[config.mk]
export PLATFORM = sky130hd
export DESIGN_NAME = axi_master_arbiter
export DESIGN_NICKNAME = d
export VERILOG_FILES = /design/src/rtl/axi_arb_pkg.sv /design/src/rtl/rr_arbiter.sv /design/src/rtl/axi_master_arbiter.sv
export SDC_FILE = /design/constraint.sdc
export NUM_CORES = 1
export LEC_CHECK = 0
export BUFFER_PORTS_ARGS = -buffer_cell sky130_fd_sc_hd__buf_2
export CAP_MARGIN = 20
export CORE_AREA = 2 2 247 249
export CTS_CLUSTER_SIZE = 40
export DETAILED_ROUTE_END_ITERATION = 8
export DIE_AREA = 0 0 249 251
export PLACE_DENSITY_LB_ADDON = 0.15
export SLEW_MARGIN = 40
export SYNTH_ARGS = -nofsm -noshare
export SYNTH_HDL_FRONTEND = slang
export SYNTH_SLANG_ARGS = --single-unit
export TNS_END_PERCENT = 100
[constraint.sdc]
create_clock -name clock -period 1.99 [get_ports clock]
set_input_delay 0.0995 -clock clock [delete_from_list [all_inputs] [get_ports clock]]
set_output_delay 0.0995 -clock clock [all_outputs]
set_load 0.01 [all_outputs]
[src/rtl/axi_arb_pkg.sv]
// Shared FSM state encodings, AXI constants and the round-robin pointer helper
// for the AXI master arbiter.
package axi_arb_pkg;

  typedef enum logic [1:0] {
    RD_IDLE = 2'd0,
    RD_ADDR = 2'd1,
    RD_DATA = 2'd2
  } rd_state_e;

  typedef enum logic [1:0] {
    WR_IDLE = 2'd0,
    WR_ADDR = 2'd1,
    WR_DATA = 2'd2,
    WR_RESP = 2'd3
  } wr_state_e;

  localparam logic [1:0] AXI_BURST_INCR  = 2'b01;
  localparam logic [1:0] AXI_RESP_OKAY   = 2'b00;
  localparam logic [1:0] AXI_RESP_SLVERR = 2'b10;

  // Pointer moves to the client just after the one that finished, wrapping at n.
  function automatic int rr_next(input int idx, input int n);
    return (idx + 1 >= n) ? 0 : idx + 1;
  endfunction

endpackage

[src/rtl/rr_arbiter.sv]
// Combinational round-robin picker: lowest requesting index at or after ptr wins.
// Zero latency; returns a one-hot grant, its index and a valid flag.
module rr_arbiter #(
  parameter int N    = 3,
  parameter int IDXW = (N > 1) ? $clog2(N) : 1
) (
  input  logic [N-1:0]    req,
  input  logic [IDXW-1:0] ptr,
  output logic [N-1:0]    gnt,
  output logic [IDXW-1:0] gnt_idx,
  output logic            gnt_vld
);

  int cand;

  always_comb begin
    gnt     = '0;
    gnt_idx = '0;
    gnt_vld = 1'b0;
    cand    = 0;
    for (int i = 0; i < N; i++) begin
      cand = int'(ptr) + i;
      if (cand >= N) cand = cand - N;
      for (int j = 0; j < N; j++) begin
        if (j == cand && req[j] && !gnt_vld) begin
          gnt_vld = 1'b1;
          gnt[j]  = 1'b1;
          gnt_idx = IDXW'(j);
        end
      end
    end
  end

endmodule

[src/rtl/axi_master_arbiter.sv]
// N clients onto one AXI3 master: independent read/write FSMs, one burst per direction; AXI_ARB_PERF_EN adds beat/stall counters.
// Grant in the request cycle, ar/awvalid one cycle later; AXI and client stalls pass straight through while a burst is active.
module axi_master_arbiter
  import axi_arb_pkg::*;
#(
  parameter int N_CLIENTS  = 3,
  parameter int ADDR_WIDTH = 32,
  parameter int DATA_WIDTH = 32,
  parameter int ID_WIDTH   = 4
) (
  input  logic                              clock,
  input  logic                              reset,
  input  logic [N_CLIENTS-1:0]              c_ar_valid,
  output logic [N_CLIENTS-1:0]              c_ar_ready,
  input  logic [N_CLIENTS*ADDR_WIDTH-1:0]   c_ar_addr,
  input  logic [N_CLIENTS*8-1:0]            c_ar_len,
  input  logic [N_CLIENTS*3-1:0]            c_ar_size,
  output logic [N_CLIENTS-1:0]              c_r_valid,
  output logic [DATA_WIDTH-1:0]             c_r_data,
  output logic [1:0]                        c_r_resp,
  output logic                              c_r_last,
  input  logic [N_CLIENTS-1:0]              c_aw_valid,
  output logic [N_CLIENTS-1:0]              c_aw_ready,
  input  logic [N_CLIENTS*ADDR_WIDTH-1:0]   c_aw_addr,
  input  logic [N_CLIENTS*8-1:0]            c_aw_len,
  input  logic [N_CLIENTS*3-1:0]            c_aw_size,
  input  logic [N_CLIENTS-1:0]              c_w_valid,
  input  logic [N_CLIENTS-1:0]              c_w_last,
  output logic [N_CLIENTS-1:0]              c_w_ready,
  input  logic [N_CLIENTS*DATA_WIDTH-1:0]   c_w_data,
  input  logic [N_CLIENTS*DATA_WIDTH/8-1:0] c_w_strb,
  output logic [N_CLIENTS-1:0]              c_b_valid,
  output logic [1:0]                        c_b_resp,
  output logic [ID_WIDTH-1:0]               arid,
  output logic [ADDR_WIDTH-1:0]             araddr,
  output logic [7:0]                        arlen,
  output logic [2:0]                        arsize,
  output logic [1:0]                        arburst,
  output logic [1:0]                        arlock,
  output logic [3:0]                        arcache,
  output logic [2:0]                        arprot,
  output logic                              arvalid,
  input  logic                              arready,
  input  logic [ID_WIDTH-1:0]               rid,
  input  logic [DATA_WIDTH-1:0]             rdata,
  input  logic [1:0]                        rresp,
  input  logic                              rlast,
  input  logic                              rvalid,
  output logic                              rready,
  output logic [ID_WIDTH-1:0]               awid,
  output logic [ADDR_WIDTH-1:0]             awaddr,
  output logic [7:0]                        awlen,
  output logic [2:0]                        awsize,
  output logic [1:0]                        awburst,
  output logic [1:0]                        awlock,
  output logic [3:0]                        awcache,
  output logic [2:0]                        awprot,
  output logic                              awvalid,
  input  logic                              awready,
  output logic [ID_WIDTH-1:0]               wid,
  output logic [DATA_WIDTH-1:0]             wdata,
  output logic [DATA_WIDTH/8-1:0]           wstrb,
  output logic                              wlast,
  output logic                              wvalid,
  input  logic                              wready,
  input  logic [ID_WIDTH-1:0]               bid,
  input  logic [1:0]                        bresp,
  input  logic                              bvalid,
  output logic                              bready
`ifdef AXI_ARB_PERF_EN
  ,
  output logic [31:0]                       perf_rd_beats,
  output logic [31:0]                       perf_wr_beats,
  output logic [31:0]                       perf_stall
`endif
);

  localparam int IDXW   = (N_CLIENTS > 1) ? $clog2(N_CLIENTS) : 1;
  localparam int STRB_W = DATA_WIDTH / 8;

  rd_state_e rd_state_q, rd_state_d;
  wr_state_e wr_state_q, wr_state_d;
  logic [IDXW-1:0] rd_gnt_q, rd_gnt_d, rd_ptr_q, rd_ptr_d;
  logic [IDXW-1:0] wr_gnt_q, wr_gnt_d, wr_ptr_q, wr_ptr_d;
  logic [ADDR_WIDTH-1:0] ar_addr_q, ar_addr_d, aw_addr_q, aw_addr_d;
  logic [7:0] ar_len_q, ar_len_d, aw_len_q, aw_len_d;
  logic [2:0] ar_size_q, ar_size_d, aw_size_q, aw_size_d;

  logic [N_CLIENTS-1:0] rd_gnt_oh, wr_gnt_oh;
  logic [IDXW-1:0]      rd_gnt_idx, wr_gnt_idx;
  logic                 rd_gnt_vld, wr_gnt_vld;
  logic                 rd_data_st, wr_data_st, wr_resp_st;

  // Responses are matched by the single-outstanding rule, so the ids are not inspected.
  logic unused_ids;
  assign unused_ids = ^{rid, bid};

  rr_arbiter #(.N(N_CLIENTS), .IDXW(IDXW)) u_rd_arb (
    .req(c_ar_valid), .ptr(rd_ptr_q), .gnt(rd_gnt_oh), .gnt_idx(rd_gnt_idx), .gnt_vld(rd_gnt_vld)
  );

  rr_arbiter #(.N(N_CLIENTS), .IDXW(IDXW)) u_wr_arb (
    .req(c_aw_valid), .ptr(wr_ptr_q), .gnt(wr_gnt_oh), .gnt_idx(wr_gnt_idx), .gnt_vld(wr_gnt_vld)
  );

  always_comb begin
    rd_state_d = rd_state_q;
    rd_gnt_d   = rd_gnt_q;
    rd_ptr_d   = rd_ptr_q;
    ar_addr_d  = ar_addr_q;
    ar_len_d   = ar_len_q;
    ar_size_d  = ar_size_q;
    c_ar_ready = '0;
    unique case (rd_state_q)
      RD_IDLE: if (rd_gnt_vld) begin
        c_ar_ready = rd_gnt_oh;
        rd_gnt_d   = rd_gnt_idx;
        ar_addr_d  = c_ar_addr[int'(rd_gnt_idx)*ADDR_WIDTH +: ADDR_WIDTH];
        ar_len_d   = c_ar_len[int'(rd_gnt_idx)*8 +: 8];
        ar_size_d  = c_ar_size[int'(rd_gnt_idx)*3 +: 3];
        rd_state_d = RD_ADDR;
      end
      RD_ADDR: if (arready) rd_state_d = RD_DATA;
      RD_DATA: if (rvalid && rlast) begin
        rd_state_d = RD_IDLE;
        rd_ptr_d   = IDXW'(rr_next(int'(rd_gnt_q), N_CLIENTS));
      end
      default: rd_state_d = RD_IDLE;
    endcase
  end

  always_comb begin
    wr_state_d = wr_state_q;
    wr_gnt_d   = wr_gnt_q;
    wr_ptr_d   = wr_ptr_q;
    aw_addr_d  = aw_addr_q;
    aw_len_d   = aw_len_q;
    aw_size_d  = aw_size_q;
    c_aw_ready = '0;
    unique case (wr_state_q)
      WR_IDLE: if (wr_gnt_vld) begin
        c_aw_ready = wr_gnt_oh;
        wr_gnt_d   = wr_gnt_idx;
        aw_addr_d  = c_aw_addr[int'(wr_gnt_idx)*ADDR_WIDTH +: ADDR_WIDTH];
        aw_len_d   = c_aw_len[int'(wr_gnt_idx)*8 +: 8];
        aw_size_d  = c_aw_size[int'(wr_gnt_idx)*3 +: 3];
        wr_state_d = WR_ADDR;
      end
      WR_ADDR: if (awready) wr_state_d = WR_DATA;
      WR_DATA: if (wvalid && wready && wlast) wr_state_d = WR_RESP;
      WR_RESP: if (bvalid) begin
        wr_state_d = WR_IDLE;
        wr_ptr_d   = IDXW'(rr_next(int'(wr_gnt_q), N_CLIENTS));
      end
      default: wr_state_d = WR_IDLE;
    endcase
  end

  always_ff @(posedge clock) begin
    if (reset) begin
      rd_state_q <= RD_IDLE;
      wr_state_q <= WR_IDLE;
      rd_gnt_q   <= '0;
      rd_ptr_q   <= '0;
      wr_gnt_q   <= '0;
      wr_ptr_q   <= '0;
      ar_addr_q  <= '0;
      ar_len_q   <= '0;
      ar_size_q  <= '0;
      aw_addr_q  <= '0;
      aw_len_q   <= '0;
      aw_size_q  <= '0;
    end else begin
      rd_state_q <= rd_state_d;
      wr_state_q <= wr_state_d;
      rd_gnt_q   <= rd_gnt_d;
      rd_ptr_q   <= rd_ptr_d;
      wr_gnt_q   <= wr_gnt_d;
      wr_ptr_q   <= wr_ptr_d;
      ar_addr_q  <= ar_addr_d;
      ar_len_q   <= ar_len_d;
      ar_size_q  <= ar_size_d;
      aw_addr_q  <= aw_addr_d;
      aw_len_q   <= aw_len_d;
      aw_size_q  <= aw_size_d;
    end
  end

  assign rd_data_st = (rd_state_q == RD_DATA);
  assign wr_data_st = (wr_state_q == WR_DATA);
  assign wr_resp_st = (wr_state_q == WR_RESP);

  assign arid    = ID_WIDTH'(rd_gnt_q);
  assign araddr  = ar_addr_q;
  assign arlen   = ar_len_q;
  assign arsize  = ar_size_q;
  assign arburst = AXI_BURST_INCR;
  assign arlock  = 2'b00;
  assign arcache = 4'b0000;
  assign arprot  = 3'b000;
  assign arvalid = (rd_state_q == RD_ADDR);
  assign rready  = rd_data_st;

  assign awid    = ID_WIDTH'(wr_gnt_q);
  assign awaddr  = aw_addr_q;
  assign awlen   = aw_len_q;
  assign awsize  = aw_size_q;
  assign awburst = AXI_BURST_INCR;
  assign awlock  = 2'b00;
  assign awcache = 4'b0000;
  assign awprot  = 3'b000;
  assign awvalid = (wr_state_q == WR_ADDR);
  assign bready  = wr_resp_st;

  assign wid    = ID_WIDTH'(wr_gnt_q);
  assign wvalid = wr_data_st && c_w_valid[wr_gnt_q];
  assign wlast  = wr_data_st && c_w_last[wr_gnt_q];
  assign wdata  = wr_data_st ? c_w_data[int'(wr_gnt_q)*DATA_WIDTH +: DATA_WIDTH] : '0;
  assign wstrb  = wr_data_st ? c_w_strb[int'(wr_gnt_q)*STRB_W +: STRB_W] : '0;

  assign c_r_data = rd_data_st ? rdata : '0;
  assign c_r_resp = rd_data_st ? rresp : AXI_RESP_OKAY;
  assign c_r_last = rd_data_st && rlast;
  assign c_b_resp = (wr_resp_st && bvalid) ? bresp : AXI_RESP_OKAY;

  always_comb begin
    c_r_valid = '0;
    c_w_ready = '0;
    c_b_valid = '0;
    for (int i = 0; i < N_CLIENTS; i++) begin
      c_r_valid[i] = rd_data_st && rvalid && (rd_gnt_q == IDXW'(i));
      c_w_ready[i] = wr_data_st && wready && (wr_gnt_q == IDXW'(i));
      c_b_valid[i] = wr_resp_st && bvalid && (wr_gnt_q == IDXW'(i));
    end
  end

`ifdef AXI_ARB_PERF_EN
  logic [31:0] perf_rd_beats_q, perf_rd_beats_d;
  logic [31:0] perf_wr_beats_q, perf_wr_beats_d;
  logic [31:0] perf_stall_q, perf_stall_d;
  logic        stall_now;

  // A stall cycle is any cycle where some client holds a request that is not being granted.
  assign stall_now = (|(c_ar_valid & ~c_ar_ready)) || (|(c_aw_valid & ~c_aw_ready));

  always_comb begin
    perf_rd_beats_d = perf_rd_beats_q + ((rvalid && rready) ? 32'd1 : 32'd0);
    perf_wr_beats_d = perf_wr_beats_q + ((wvalid && wready) ? 32'd1 : 32'd0);
    perf_stall_d    = perf_stall_q + (stall_now ? 32'd1 : 32'd0);
  end

  always_ff @(posedge clock) begin
    if (reset) begin
      perf_rd_beats_q <= '0;
      perf_wr_beats_q <= '0;
      perf_stall_q    <= '0;
    end else begin
      perf_rd_beats_q <= perf_rd_beats_d;
      perf_wr_beats_q <= perf_wr_beats_d;
      perf_stall_q    <= perf_stall_d;
    end
  end

  assign perf_rd_beats = perf_rd_beats_q;
  assign perf_wr_beats = perf_wr_beats_q;
  assign perf_stall    = perf_stall_q;
`endif

endmodule

==> flow_summary_export.csv <==
group,metric,value,unit
power_and_ir_drop,switching_share,39.3,%
critical_path,ff2ff_path_depth,9,
global_routing,grt_overflow,0,
detailed_routing,viasPerCell,3.74,
outcome,violations,"negative setup slack",
synthesis,yosys.area.top_type,"dfxtp_1",
power_and_ir_drop,p_switching,3.75,mW
synthesis,synthFlopType,"dfxtp_1",
synthesis,async_reset_ff_share,0,%
critical_path,criticalPathCategory,"reg -> reg",
power_and_ir_drop,combPwrFrac,51.7,%
critical_path,cp-start-kind,"register",
global_routing,grt_max_degree,44,
outcome,status,"finished, violations left",
synthesis,ys_ff_latch,98,
cts,clock_path_buffers,2,
cts,clkLatencyLatePin,0.39,ns
floorplanning,ioPinCount,644,
power_and_ir_drop,power_frac_seq,27.5,%
power_and_ir_drop,ir_worst_vdd,0.413,mV
cts,numCtsBuffers,9,
critical_path,cp_slowest_cell,"or4_4",
detailed_routing,post_drt_wl_per_cell,15.8,um
min_path,min_path_cells,3,
synthesis,synth.avg_cell_area,8.22,sq um
cts,numClockSinks,98,
sta,setup_slack,-0.179,ns
placed_design,place_inst,2228,
sta,tns,-10.17,ns
detailed_routing,routed_wl,37800,um
placed_design,dpl.hpwl,28900,um
synthesis,yosysSeqAreaShare,28.1,%
sta,skew,0.0101,ns
power_and_ir_drop,cellLeakagePower,6.61,nW
power_and_ir_drop,clock_power_share,20.8,%
critical_path,end_kind,"register",
synthesis,syn_inst,850,
sta,report.final.hold_viol_count,0,
floorplanning,die_y,251,um
critical_path,cp.buffers_inverters,4,
global_routing,grt_usage,11.4,%
global_routing,grt_pass1_wl,54900,um
detailed_routing,num_vias,8954,
cts,h-tree-depth,3,
placed_design,gp_congestion,0.799,
synthesis,yosysUniqueCellTypes,43,
critical_path,worstPathArrival,2.48,ns
sta,fmax,0.461,GHz
sta,period_needed,2.17,ns
sta,setup_viol,89,
critical_path,cpLargestDelayFamily,"buffers and inverters",
detailed_routing,drc_errors,0,
floorplanning,initial_core_util,11.7,%
cts,cts_tree,"yes",
final_layout,nNetsFinal,2043,
cts,clk_pin_slew_worst_paths,0.08,ns
floorplanning,coreArea,0.0598,sq mm
placed_design,portBuffers,607,
floorplanning,dieArea,0.0625,sq mm
power_and_ir_drop,intPower,5.79,mW
critical_path,crit_cells,9,
sta,finalCritPeriodShare,109,%
synthesis,yosys-top-cells-area,"dfxtp_1 (28%), mux2i_1 (12%), nand2_1 (9.6%)",
global_routing,grt_pass1_vias,9326,
critical_path,crit_required,2.30,ns
detailed_routing,final_antenna_net_count,0,
synthesis,synth.top_cell.area_share,28.1,%
synthesis,yosysWarnings,0,
critical_path,cpPeakStageDelay,0.45,ns
detailed_routing,drtIter0Drc,279,
synthesis,synth-edff-count,0,
sta,final_max_slew_viol_count,0,
final_layout,layout.cells.non_filler,2393,
critical_path,crit_path_cell_trace,"inv_2 -> ha_4 -> nor3_2 -> or4_4 -> buf_6 -> a311o_2 -> buf_4 -> clkbuf_16 -> o221ai_2",
floorplanning,die_w,249,um
critical_path,critPathMaxFanout,5,
final_layout,layout-drive-gt1-share,50.8,%
synthesis,syn-cell-area,0.00698,sq mm
power_and_ir_drop,power_density,718,mW/mm^2
job,drv_cap,0,
power_and_ir_drop,p_total,9.54,mW
global_routing,antenna_found_initial,3,
final_layout,area_growth_syn_to_layout,90.2,%
min_path,hp-class,"in -> reg",
floorplanning,num_rows,90,
final_layout,fin_util,22.2,%
detailed_routing,firstDrtPassIters,4,
sta,rsz0062_at_grt,"yes",
cts,cts-root-buf,"clkbuf_16",
-- cell usage after synthesis, types with 5 or more instances --
cell	instances
nand2_1	178
o221ai_2	40
nor2b_1	9
buf_4	30
ha_1	9
buf_6	5
a221o_1	43
inv_1	56
nor3_1	10
buf_2	13
and2_1	73
buf_1	6
clkbuf_1	38
o21ai_0	41
nand2b_1	8
nor2_1	18
a21oi_2	40
mux2i_1	84
a21oi_1	13
nor3b_1	6
dfxtp_1	98
-- worst min-delay path: cells and delay by family --
kind                   cells  cell delay (ns)
buffers and inverters      1             0.08
AO/OA/AOI/OAI              1             0.13
multiplexers               1             0.08
-- area by class of cell --
type | count | area (sq um)
fill | 6758 | 46500
timing repair buffer | 813 | 5270
multi-input combinational | 626 | 4540
sequential | 98 | 1970
tap | 782 | 978
clock buffer | 10 | 229
inverter | 56 | 210
clock inverter | 6 | 71.3
antenna | 2 | 5.00
-- registers in the layout (all words and copies together), names as in the netlist --
register and count:
awsize 3, araddr 32, awaddr 32, rd_state_q 2, arsize 3, rd_gnt_q 2
wr_state_q 2, wr_gnt_q 2, rd_ptr_q 2, arlen 8, awlen 8, wr_ptr_q 2
-- power groups by stage --
stage / Combinational, mW / Sequential, mW / Clock (mW)
detailed placement: 4.30 / 2.64 / 0
floorplan: 2.18 / 2.80 / 0
global placement: 4.29 / 2.66 / 0
global route: 5.36 / 2.69 / 2.18
CTS: 4.82 / 2.62 / 2.15
finish: 4.93 / 2.63 / 1.98
-- kinds of logic after synthesis --
| family | count (synthesis) | synth area share, % |
|---|---|---|
| AO/OA/AOI/OAI | 195 | 25.9 |
| flip-flops | 98 | 28.1 |
| AND/OR/NAND/NOR | 310 | 20.8 |
| other | 2 | 0.108 |
| buffers and inverters | 152 | 11.5 |
| multiplexers | 84 | 12.0 |
| adder cells (fa/ha/maj) | 9 | 1.61 |
-- through the flow --
step	area [sq um]	worst slack (ns)	hold WS [ns]
after floorplan	7120	0.000122	0.238
after global placement	11200	-0.245	0.323
after detailed placement	11200	-0.245	0.329
after CTS	13100	-0.240	0.000480
after global routing	13300	-0.257	0.0200
final	13300	-0.179	0.0327
-- placed cells by master, fill, tap and decap left out, types with 3 or more instances in the layout --
| master | instances |
|---|---|
| a21oi_2 | 42 |
| buf_2 | 604 |
| ha_4 | 3 |
| dfxtp_1 | 94 |
| buf_12 | 15 |
| conb_1 | 28 |
| dlygate4sd3_1 | 130 |
| inv_1 | 53 |
| o21ai_0 | 39 |
| a21oi_1 | 9 |
| clkbuf_16 | 12 |
| and2_1 | 73 |
| a221o_1 | 43 |
| nand2b_1 | 8 |
| nor2b_1 | 4 |
| nor2_1 | 14 |
| inv_2 | 3 |
| nor3_1 | 7 |
| dfxtp_2 | 3 |
| ha_1 | 5 |
| mux2i_1 | 83 |
| nor2b_4 | 4 |
| nor3b_1 | 5 |
| buf_4 | 43 |
| o221ai_2 | 40 |
| nand2_1 | 177 |
| buf_16 | 3 |
| o221ai_1 | 4 |
| buf_6 | 15 |
-- final timing paths --
kind | from | slack (ns) | endpoint
setup / recovery | rd_ptr_q[0] | -0.18 | araddr[3]
hold / removal | c_ar_addr[36] | 0.03 | araddr[4]
setup reg to reg | rd_ptr_q[0] | -0.18 | araddr[3]
hold reg to reg | arsize[0] | 0.46 | arsize[0]
-- repair_timing --
item                                   4_1_cts  5_1_grt
setup endpoints to repair                   96       99
buffers inserted                             3        9
endpoints found under the hold margin       87        0
cloned                                       4        3
resized for setup                           39       20
hold buffers                               130        0
pin swaps                                    1        6
-- metal layers --
metal  vias up  track usage, %  share of wire [%]
li1       4413               -                  -
met1      4146            13.0                 42
met2       353            20.8                 51
met3        40            2.98                6.1
met4         2            3.65                1.8
met5         -               0              0.026
No activity file was read; power rests on OpenSTA's default activity.
